`src/rtl/path_delay_meter.sv`:
```
// path_delay_meter: launch-and-capture timing probe for a path under test.
// Toggles LAUNCH, waits for the transition to come back on RET (through a
// synchroniser), and reports the round-trip delay in clock cycles, or a timeout.
//
// Parameters:
//   CNT_W        width of the cycle counter and DELAY
//   TIMEOUT      last counter value at which the meter still waits (1..2^CNT_W-2)
//   SYNC_STAGES  length of the RET synchroniser chain (>= 2)
// Ports:
//   C             clock, rising edge
//   R             asynchronous active-low reset
//   START         measurement request
//   RET           returning end of the path under test (asynchronous to C)
//   LAUNCH        drives the input of the path under test
//   BUSY          high whenever a measurement is in progress or reporting
//   DONE          one-cycle pulse when a result is valid
//   TIMEOUT_FLAG  last measurement timed out
//   DELAY         last measured delay in cycles, all-ones on timeout
module path_delay_meter #(
  parameter int unsigned CNT_W       = 8,
  parameter int unsigned TIMEOUT     = 200,
  parameter int unsigned SYNC_STAGES = 2
) (
  input  logic             C,
  input  logic             R,
  input  logic             START,
  input  logic             RET,
  output logic             LAUNCH,
  output logic             BUSY,
  output logic             DONE,
  output logic             TIMEOUT_FLAG,
  output logic [CNT_W-1:0] DELAY
);

  localparam logic [CNT_W-1:0] TimeoutVal = CNT_W'(TIMEOUT);

  typedef enum logic [1:0] {StIdle, StWait, StReport} state_e;

  state_e                 state_q, state_d;
  logic [SYNC_STAGES-1:0] sync_q;
  logic                   sync;
  logic                   launch_q, launch_d;
  logic                   prior_q, prior_d;
  logic                   done_q, done_d;
  logic                   tflag_q, tflag_d;
  logic [CNT_W-1:0]       cnt_q, cnt_d;
  logic [CNT_W-1:0]       delay_q, delay_d;

  assign sync = sync_q[SYNC_STAGES-1];

  always_ff @(posedge C or negedge R) begin
    if (!R) begin
      sync_q   <= '0;
      state_q  <= StIdle;
      launch_q <= 1'b0;
      prior_q  <= 1'b0;
      done_q   <= 1'b0;
      tflag_q  <= 1'b0;
      cnt_q    <= '0;
      delay_q  <= '0;
    end else begin
      sync_q   <= {sync_q[SYNC_STAGES-2:0], RET};
      state_q  <= state_d;
      launch_q <= launch_d;
      prior_q  <= prior_d;
      done_q   <= done_d;
      tflag_q  <= tflag_d;
      cnt_q    <= cnt_d;
      delay_q  <= delay_d;
    end
  end

  always_comb begin
    state_d  = state_q;
    launch_d = launch_q;
    prior_d  = prior_q;
    done_d   = 1'b0;
    tflag_d  = tflag_q;
    cnt_d    = cnt_q;
    delay_d  = delay_q;
    unique case (state_q)
      StIdle: begin
        // Only launch once the path has settled to the current LAUNCH level.
        if (START && (sync == launch_q)) begin
          launch_d = ~launch_q;
          prior_d  = launch_q;
          cnt_d    = '0;
          tflag_d  = 1'b0;
          state_d  = StWait;
        end
      end
      StWait: begin
        // A match wins over a timeout on the same edge.
        if (sync == launch_q) begin
          delay_d = cnt_q;
          done_d  = 1'b1;
          state_d = StReport;
        end else if (cnt_q == TimeoutVal) begin
          delay_d  = '1;
          tflag_d  = 1'b1;
          done_d   = 1'b1;
          launch_d = prior_q;
          state_d  = StReport;
        end else begin
          cnt_d = cnt_q + CNT_W'(1);
        end
      end
      StReport: begin
        state_d = StIdle;
      end
      default: begin
        state_d = StIdle;
      end
    endcase
  end

  assign LAUNCH       = launch_q;
  assign BUSY         = (state_q != StIdle);
  assign DONE         = done_q;
  assign TIMEOUT_FLAG = tflag_q;
  assign DELAY        = delay_q;

endmodule

```
`config.mk`:
```
export PLATFORM = sky130hd
export DESIGN_NAME = path_delay_meter
export DESIGN_NICKNAME = d
export VERILOG_FILES = /design/src/rtl/path_delay_meter.sv
export SDC_FILE = /design/constraint.sdc
export NUM_CORES = 1
export LEC_CHECK = 0
export BUFFER_PORTS_ARGS = -buffer_cell sky130_fd_sc_hd__buf_4
export CAP_MARGIN = 20
export CORE_MARGIN = 5
export CORE_UTILIZATION = 59
export DETAILED_ROUTE_END_ITERATION = 16
export GPL_TIMING_DRIVEN = 0
export PLACE_DENSITY_LB_ADDON = 0.1
export SLEW_MARGIN = 20
export SYNTH_ARGS = -nofsm -noshare
export SYNTH_HDL_FRONTEND = slang
export SYNTH_SLANG_ARGS = --single-unit
```
`constraint.sdc`:
```
create_clock -name C -period 2.5 [get_ports C]
set_input_delay 0.375 -clock C [delete_from_list [all_inputs] [get_ports C]]
set_output_delay 0.375 -clock C [all_outputs]
set_load 0.05 [all_outputs]
```
==> results of run 1 <==
-- synth_stat cells, drive strengths merged (3+ instances only) --
| library cell | n | area share |
|---|---|---|
| a221o | 3 | 0.026 |
| o21a | 3 | 0.020 |
| nand2b | 3 | 0.017 |
| nor2 | 5 | 0.033 |
| inv | 4 | 0.013 |
| nor4 | 3 | 0.017 |
| o22a | 9 | 0.069 |
| nand3 | 3 | 0.013 |
| nand2 | 5 | 0.017 |
| a21oi | 6 | 0.026 |
| dfrtp | 24 | 0.53 |
-- power groups by stage --
stage	Clock [mW]	Sequential, mW	Combinational (mW)
6_report	0.202	0.599	0.972
5_1_grt	0.222	0.619	1.04
3_5_place_dp	0	0.607	0.976
3_3_place_gp	0	0.603	0.955
2_1_floorplan	0	0.881	0.446
4_1_cts	0.204	0.598	0.979
-- per-stage QoR --
step	instances	hold WS, ns	setup slack, ns
detailed placement	137	0.285	0.606
global placement	137	0.283	0.635
global route	142	0.142	0.486
finish	142	0.154	0.595
CTS	142	0.153	0.588
floorplan	97	0.0794	0.648
-- state kept, by name, summed over array words and instances, names as in the netlist --
signal        flops
state_q           2
DELAY             8
DONE              1
LAUNCH            1
sync_q            2
TIMEOUT_FLAG      1
cnt_q             8
prior_q           1
-- path summary, 6_finish.rpt --
check / to / slack (ns) / cells after the start
max in group asynchronous: DELAY[4] / 1.78 / 2
max: cnt_q[3] / 0.59 / 6
min: sync_q[0] / 0.15 / 1
min in group asynchronous: cnt_q[5] / 0.49 / 2
max reg2reg: cnt_q[3] / 0.59 / 6
min reg2reg: sync_q[1] / 0.37 / 0
-- area by class of cell --
class | count | area [um^2] | share of cell area
repair buffers | 16 | 123 | 0.0925
clock buffers | 4 | 36.3 | 0.0274
well taps | 25 | 31.3 | 0.0236
flip-flops and latches | 24 | 601 | 0.453
plain buffers | 3 | 20.0 | 0.0151
inverters | 4 | 15.0 | 0.0113
multi-input cells | 66 | 500 | 0.377
-- layer usage --
layer,up-vias,global-route usage
met5,-,0
li1,398,-
met2,13,0.300
met3,3,0.0332
met4,0,0.0383
met1,398,0.224
-- timing repair --
item / in CTS / in global routing
endpoints found under the hold margin: 24 / 0
hold buffers: 1 / 0
endpoints found under the setup margin: 0 / 0
-- cells by family (layout without fill, tap and decap cells) --
group | after synthesis | after routing | synth area share
DFF | 24 | 24 | 0.529
muxes | 3 | 3 | 0.0275
adders and majority gates | 2 | 2 | 0.0220
xor gates and xnor gates | 1 | 1 | 0.0143
AOI/OAI and AO/OA | 30 | 30 | 0.206
buffers and inverters | 7 | 27 | 0.0308
and+or+nand+nor | 30 | 30 | 0.171
-- critical path, cell delays in order (launching register included) --
cell	delay [ns]
dfrtp_1	0.44
inv_1	0.09
ha_1	0.14
or4b_4	0.51
nor2_8	0.22
nor2_2	0.10
a221o_1	0.30
==> out/metrics.cfg, run 1 <==
[pwr]
leakage_nw=0.608
cellPowerDensity_nw_per_um2=1340
combPwrFrac=0.548
p_clk_frac=0.114
p_total_mw=1.77
internal-power_mw=0.953
seqPwrFrac=0.338
swShare=0.462
ir_drop_uv=1140
switchingPower_mw=0.819

[die]
dieArea_um2=2900
core_region_area_um2=1780
rows=15
ioPinCount=16
die_w_um=53.9
start_util=0.637
die_h_um=53.9

[placed_design]
place_area_um2=1280
dp_hpwl_um=1560
io_buffer_count=15
gp_congestion=0.869

[timing]
hold_violations=0
grt_setup_unrepaired=false
max_freq_mhz=525
slew_viol_final=0
tns_ns=0
finalClockSkew_ns=0.00517
post-route-period-util=0.762
period_minus_slack_ns=1.91
setup_viol=0
max_slew_margin=0.629
tightest_slew_ns=0.541

[grt]
grt_pass1_wl_um=3640
overflow=0
grtUsageTotal=0.174
antenna_found_initial=0
grt_max_degree=25
grt_pass1_vias=804

[cts]
clkTransAtPathRegs_ns=0.13
htreeDepth=1
cts_resized=0
clock_latency_ns=0.31
cts_tree=done
clock_path_buffers=2
cts_sinks=24
cts_buffers=3
postCtsSetupBuffers=0
cts_root_buf=clkbuf_4

[cells_and_area]
layout-drive-gt1-share=0.265
layout_common_cells=dfrtp_1 (24), buf_4 (15), o22a_1 (9), a21oi_1 (6), nand2_1 (5)
fin_util=0.744
syn_to_final_growth_pct=16.7
layout_commonest_cell=dfrtp_1
fin_area_um2=1330
fillCellCount=124
antenna_cells=0
finalNetCount=124

[drt]
antenna_left=0
wl_met2_um=1040
dr.max_layer_used=met4
met3_length_um=61
drt_iter0_markers=19
routed_via_density=5.72
routed_wl_um=2130
wl_met1_um=1010
vias=812
first_pass_iters=4
post-route-drc-count=0
wl_per_cell_um=15.0

[worst_setup_path]
worstSetupStartpoint=cnt_q[1]
cp.required_ns=2.71
startpoint_type=flop
path_class=flop to flop
crit_path_end_kind=flop
r2r-start=cnt_q[1]
crit_arrival_ns=2.11
worstPathMaxFanout=10

[status]
status=completed

[yosys]
synth_seq_cells=24
syn_nets=103
synth_edf_count=0
synth.distinct_cells=38
synthArstFlopShare=1.00
synth_area_um2=1140
syn_inst=97
yosysSeqAreaShare=0.529
ys.flop_type=dfrtp_1
syn_area_per_cell_um2=11.7
synth_warnings=0

[flow_run]
drv_cap=0

[worst_hold_path]
hp-start=RET
hp-class=primary input to flop

No activity file was read; power rests on OpenSTA's default activity.
==> run 2, diff against run 1 <==
--- a/config.mk
+++ b/config.mk
@@ -8,7 +8,7 @@
 export BUFFER_PORTS_ARGS = -buffer_cell sky130_fd_sc_hd__buf_4
 export CAP_MARGIN = 20
 export CORE_MARGIN = 5
-export CORE_UTILIZATION = 59
+export CORE_UTILIZATION = 49
 export DETAILED_ROUTE_END_ITERATION = 16
 export GPL_TIMING_DRIVEN = 0
 export PLACE_DENSITY_LB_ADDON = 0.1
==> constraint.sdc (replaced) <==
create_clock -name C -period 1.6 [get_ports C]
set_input_delay 0.24 -clock C [delete_from_list [all_inputs] [get_ports C]]
set_output_delay 0.24 -clock C [all_outputs]
set_load 0.05 [all_outputs]
==> out/metrics.cfg, run 2 (same netlist as run 1, synthesis figures left out) <==
[status]
status=complete, but fails checks
violations=negative setup slack

[pwr]
switchingPower_mw=1.39
seqPwrFrac=0.306
leakage_nw=0.646
cellPowerDensity_nw_per_um2=2140
p_clk_frac=0.141
internal-power_mw=1.72
swShare=0.446
combPwrFrac=0.553
ir_drop_uv=2000

[grt]
grt_max_degree=25
overflow=0
antenna_found_initial=0
grt_pass1_vias=864
grt_pass1_wl_um=4070
grtUsageTotal=0.158

[timing]
max_slew_margin=0.692
fin_ws_ns=-0.229
period_minus_slack_ns=1.83
hold_violations=0
post-route-period-util=1.14
slew_viol_final=0
tightest_slew_ns=0.453
grt_setup_unrepaired=true
finalClockSkew_ns=0.0101
setup_viol=18
max_freq_mhz=547
fin_hold_ws_ns=0.0221

[worst_setup_path]
r2r-start=cnt_q[1]
cp.required_ns=1.87
crit_arrival_ns=2.09
crit_path_end_kind=flop
worstPathMaxFanout=5
path_class=flop to flop
startpoint_type=flop
reg2reg_depth=7
rrSetupSlack_ns=-0.23
reg2reg_to=DELAY[1]

[drt]
first_pass_iters=4
routed_via_density=5.82
antenna_left=0
drt_iter0_markers=24
routed_wl_um=2500
vias=879
post-route-drc-count=0
wl_per_cell_um=16.5

[die]
rows=17
core_region_area_um2=2210
dieArea_um2=3380
ioPinCount=16
start_util=0.514
die_h_um=58.2
die_w_um=58.2

[worst_hold_path]
holdPathEnd=sync_q[0]
hp-start=RET
hold_depth=1
hp-class=primary input to flop

[cells_and_area]
finalNetCount=130
layout_common_cells=dfrtp_1 (23), buf_4 (20), o22a_1 (9), nand2_1 (5), a21oi_1 (5)
fin_area_um2=1460
syn_to_final_growth_pct=28.3
antenna_cells=0
layout_commonest_cell=dfrtp_1
layout-drive-gt1-share=0.382

[placed_design]
io_buffer_count=15
place_area_um2=1310
gp_congestion=0.735
dp_hpwl_um=1570

[cts]
cts_tree=done
clock_path_buffers=2
clkTransAtPathRegs_ns=0.12
cts_buffers=3
htreeDepth=1
clock_latency_ns=0.32
cts_root_buf=clkbuf_4
cts_sinks=24

[flow_run]
drv_cap=0

==> run 2: cell count changes in the layout (fill, tap and decap cells not counted), sizes merged <==
| cell | before | now |
|---|---|---|
| bufinv | 0 | 1 |
| nor2 | 5 | 6 |
| buf | 17 | 22 |
| clkbuf | 5 | 4 |
==> run 2: critical path, stage by stage (launching register included) <==
cell     delay (ns)
dfrtp_1        0.42
inv_2          0.10
ha_4           0.13
or4b_4         0.52
nor2_8         0.17
o21a_1         0.17
buf_4          0.14
o22a_1         0.12
==> run 2: power groups by stage <==
stage / combinational [mW] / clock (mW) / sequential, mW
4_1_cts: 1.63 / 0.450 / 0.947
5_1_grt: 1.83 / 0.474 / 0.987
3_3_place_gp: 1.53 / 0 / 0.958
3_5_place_dp: 1.56 / 0 / 0.968
6_report: 1.72 / 0.440 / 0.953
2_1_floorplan: 0.734 / 0 / 1.39
==> run 2: per-stage QoR <==
stage               setup slack (ns)  utilization  power (mW)  TNS (ns)  cells
floorplan                     -0.117            -        2.12     -1.36     97
global placement              -0.222        0.592        2.49     -3.17    140
detailed placement            -0.230        0.592        2.53     -3.49    140
CTS                           -0.216        0.637        3.03     -3.03    149
global route                  -0.310        0.659        3.29     -4.75    151
finish                        -0.229        0.659        3.11     -3.20    151
==> run 2: how the worst max path moves through the flow <==
stage | start | to | slack, ns | cells past startpoint
detailed placement | cnt_q[0] | cnt_q[5] | -0.23 | 6
floorplan | cnt_q[0] | LAUNCH | -0.12 | 6
global placement | cnt_q[0] | cnt_q[7] | -0.22 | 6
CTS | cnt_q[1] | cnt_q[1] | -0.22 | 7
global route | cnt_q[0] | DELAY[1] | -0.31 | 7
finish | cnt_q[1] | DELAY[1] | -0.23 | 7
==> run 2: final cells by class <==
| type | instances | area (um^2) |
|---|---|---|
| Buffer | 3 | 20.0 |
| Tap cell | 28 | 35.0 |
| Clock inverter | 1 | 30.0 |
| Inverter | 4 | 15.0 |
| Multi-Input combinational cell | 67 | 573 |
| Clock buffer | 3 | 22.5 |
| Timing Repair Buffer | 21 | 160 |
| Sequential cell | 24 | 602 |
| Fill cell | 181 | 754 |
==> run 2: per-layer routing <==
layer  track usage  vias to the layer above  share of wire
li1              -                      419              -
met1         0.205                      431           0.45
met2         0.263                       22           0.49
met3        0.0200                        7          0.036
met4        0.0728                        0          0.024
met5             0                        -              0
==> run 2: timing repair <==
item,in CTS,in global routing
cloned,1,1
hold endpoints to repair,24,0
buffers inserted,3,1
gates resized for setup,3,7
pin swaps,6,5
setup endpoints to repair,20,20
hold buffers,1,0
==> run 3, diff against run 2 <==
--- a/config.mk
+++ b/config.mk
@@ -8,10 +8,11 @@
 export BUFFER_PORTS_ARGS = -buffer_cell sky130_fd_sc_hd__buf_4
 export CAP_MARGIN = 20
 export CORE_MARGIN = 5
-export CORE_UTILIZATION = 49
+export CORE_UTILIZATION = 45
 export DETAILED_ROUTE_END_ITERATION = 16
 export GPL_TIMING_DRIVEN = 0
 export PLACE_DENSITY_LB_ADDON = 0.1
+export SKIP_LAST_GASP = 1
 export SLEW_MARGIN = 20
 export SYNTH_ARGS = -nofsm -noshare
 export SYNTH_HDL_FRONTEND = slang
==> out/metrics.cfg, run 3 (same netlist as run 1, synthesis figures left out) <==
[cells_and_area]
antenna_cells=0
layout_commonest_cell=dfrtp_1
multiInputGateArea_um2=569
fillCellCount=213
finalNetCount=132
seqCellArea_um2=602
layout-drive-gt1-share=0.376
syn_to_final_growth_pct=27.4
layout_common_cells=dfrtp_1 (23), buf_4 (21), o22a_1 (9), nand2_1 (5), a21oi_1 (5)

[drt]
routed_via_density=5.70
first_pass_iters=4
routed_wl_um=2540
post-route-drc-count=0
vias=883
wl_per_cell_um=16.4
drt_iter0_markers=16
antenna_left=0

[timing]
finalClockSkew_ns=0.00762
slew_viol_final=0
setup_viol=20
post-route-period-util=1.13
max_slew_margin=0.719
tightest_slew_ns=0.414
hold_violations=0
max_freq_mhz=555
fin_ws_ns=-0.203
grt_setup_unrepaired=true
period_minus_slack_ns=1.80

[cts]
clock_latency_ns=0.32
cts_tree=done
clkTransAtPathRegs_ns=0.13
cts_sinks=24
cts_buffers=3
cts_root_buf=clkbuf_4
clock_path_buffers=2
htreeDepth=1

[worst_setup_path]
rrSetupSlack_ns=-0.20
startpoint_type=flop
crit_path_end_kind=flop
crit_arrival_ns=2.02
path_class=flop to flop
worstPathMaxFanout=5
cp.required_ns=1.82

[die]
core_region_area_um2=2450
start_util=0.463
rows=18
ioPinCount=16
die_w_um=60.2
dieArea_um2=3630
die_h_um=60.2

[placed_design]
gp_congestion=0.764
dp_hpwl_um=1660
io_buffer_count=15
place_worst_setup_slack_ns=-0.243

[worst_hold_path]
hp-class=primary input to flop

[pwr]
cellPowerDensity_nw_per_um2=2020
ir_drop_uv=1420
p_total_mw=2.92
leakage_nw=0.639

[grt]
antenna_found_initial=0
grt_max_degree=25
grt_pass1_vias=931
grt_pass1_wl_um=4240
top_usage_layer=met2
gr-usage-met1=0.210
met2_usage=0.239
grtUsageTotal=0.159
met3_usage=0.0302
overflow=0

[status]
status=complete, but fails checks
violations=negative setup slack

[flow_run]
drv_cap=0

run 3: cell count changes in the layout (fill, tap and decap cells not counted):
cell           delta
mux2_4            -1
clkbuf_1          +1
dlygate4sd3_1     +1
mux2_2            +1
bufinv_16         -1
buf_4             +1
run 3: worst paths after layout:
| check | depth (start not counted) | endpoint | start |
|---|---|---|---|
| worst max-delay path | 7 | cnt_q[2] | cnt_q[1] |
| worst min-delay path | 4 | TIMEOUT_FLAG | START |
| worst max register to register | 7 | cnt_q[2] | cnt_q[1] |
| worst min register to register | 0 | sync_q[1] | sync_q[0] |
| max in group asynchronous | 2 | LAUNCH | R |
| min in group asynchronous | 2 | sync_q[0] | R |
run 3: cell type report:
class | instances | area share
Inverter | 4 | 0.0104
Multi-Input combinational cell | 67 | 0.393
Clock buffer | 4 | 0.0182
Sequential cell | 24 | 0.416
Buffer | 3 | 0.0138
Timing Repair Buffer | 23 | 0.123
Tap cell | 30 | 0.0259
run 3: repair_timing:
item                       CTS  global route
resized for setup            5             3
hold buffers                 2             0
setup endpoints to repair   20            19
pin swaps                    5             4
buffers inserted             2             4
cloned                       1             0
hold endpoints to repair    25             0
run 3: worst max-delay path, cell delays in order, from the launching register on:
cell	delay [ns]
dfrtp_1	0.42
inv_2	0.08
ha_4	0.11
or4b_4	0.51
buf_4	0.17
nor2_4	0.15
nor3b_2	0.07
o22a_1	0.20
run 3: through the flow:
stage | setup TNS [ns] | instance area (um^2) | utilization | std cells | hold slack (ns)
2_1_floorplan | -1.36 | 1160 | - | 97 | -0.0556
3_3_place_gp | -3.30 | 1310 | 0.535 | 142 | 0.156
3_5_place_dp | -3.51 | 1310 | 0.535 | 142 | 0.158
4_1_cts | -2.84 | 1400 | 0.571 | 151 | 0.260
5_1_grt | -4.14 | 1450 | 0.590 | 155 | 0.279
6_report | -2.73 | 1450 | 0.590 | 155 | 0.281
run 3: routing by layer:
metal	wire, um	part of all wire
met3	77	0.030
met1	1180	0.46
met4	60	0.024
met5	0	0
met2	1230	0.48
run 3: report_power, final:
group	internal (mW)	switching, mW
clock	0.0977	0.178
combinational	0.663	1.03
sequential	0.795	0.159
total	1.56	1.36
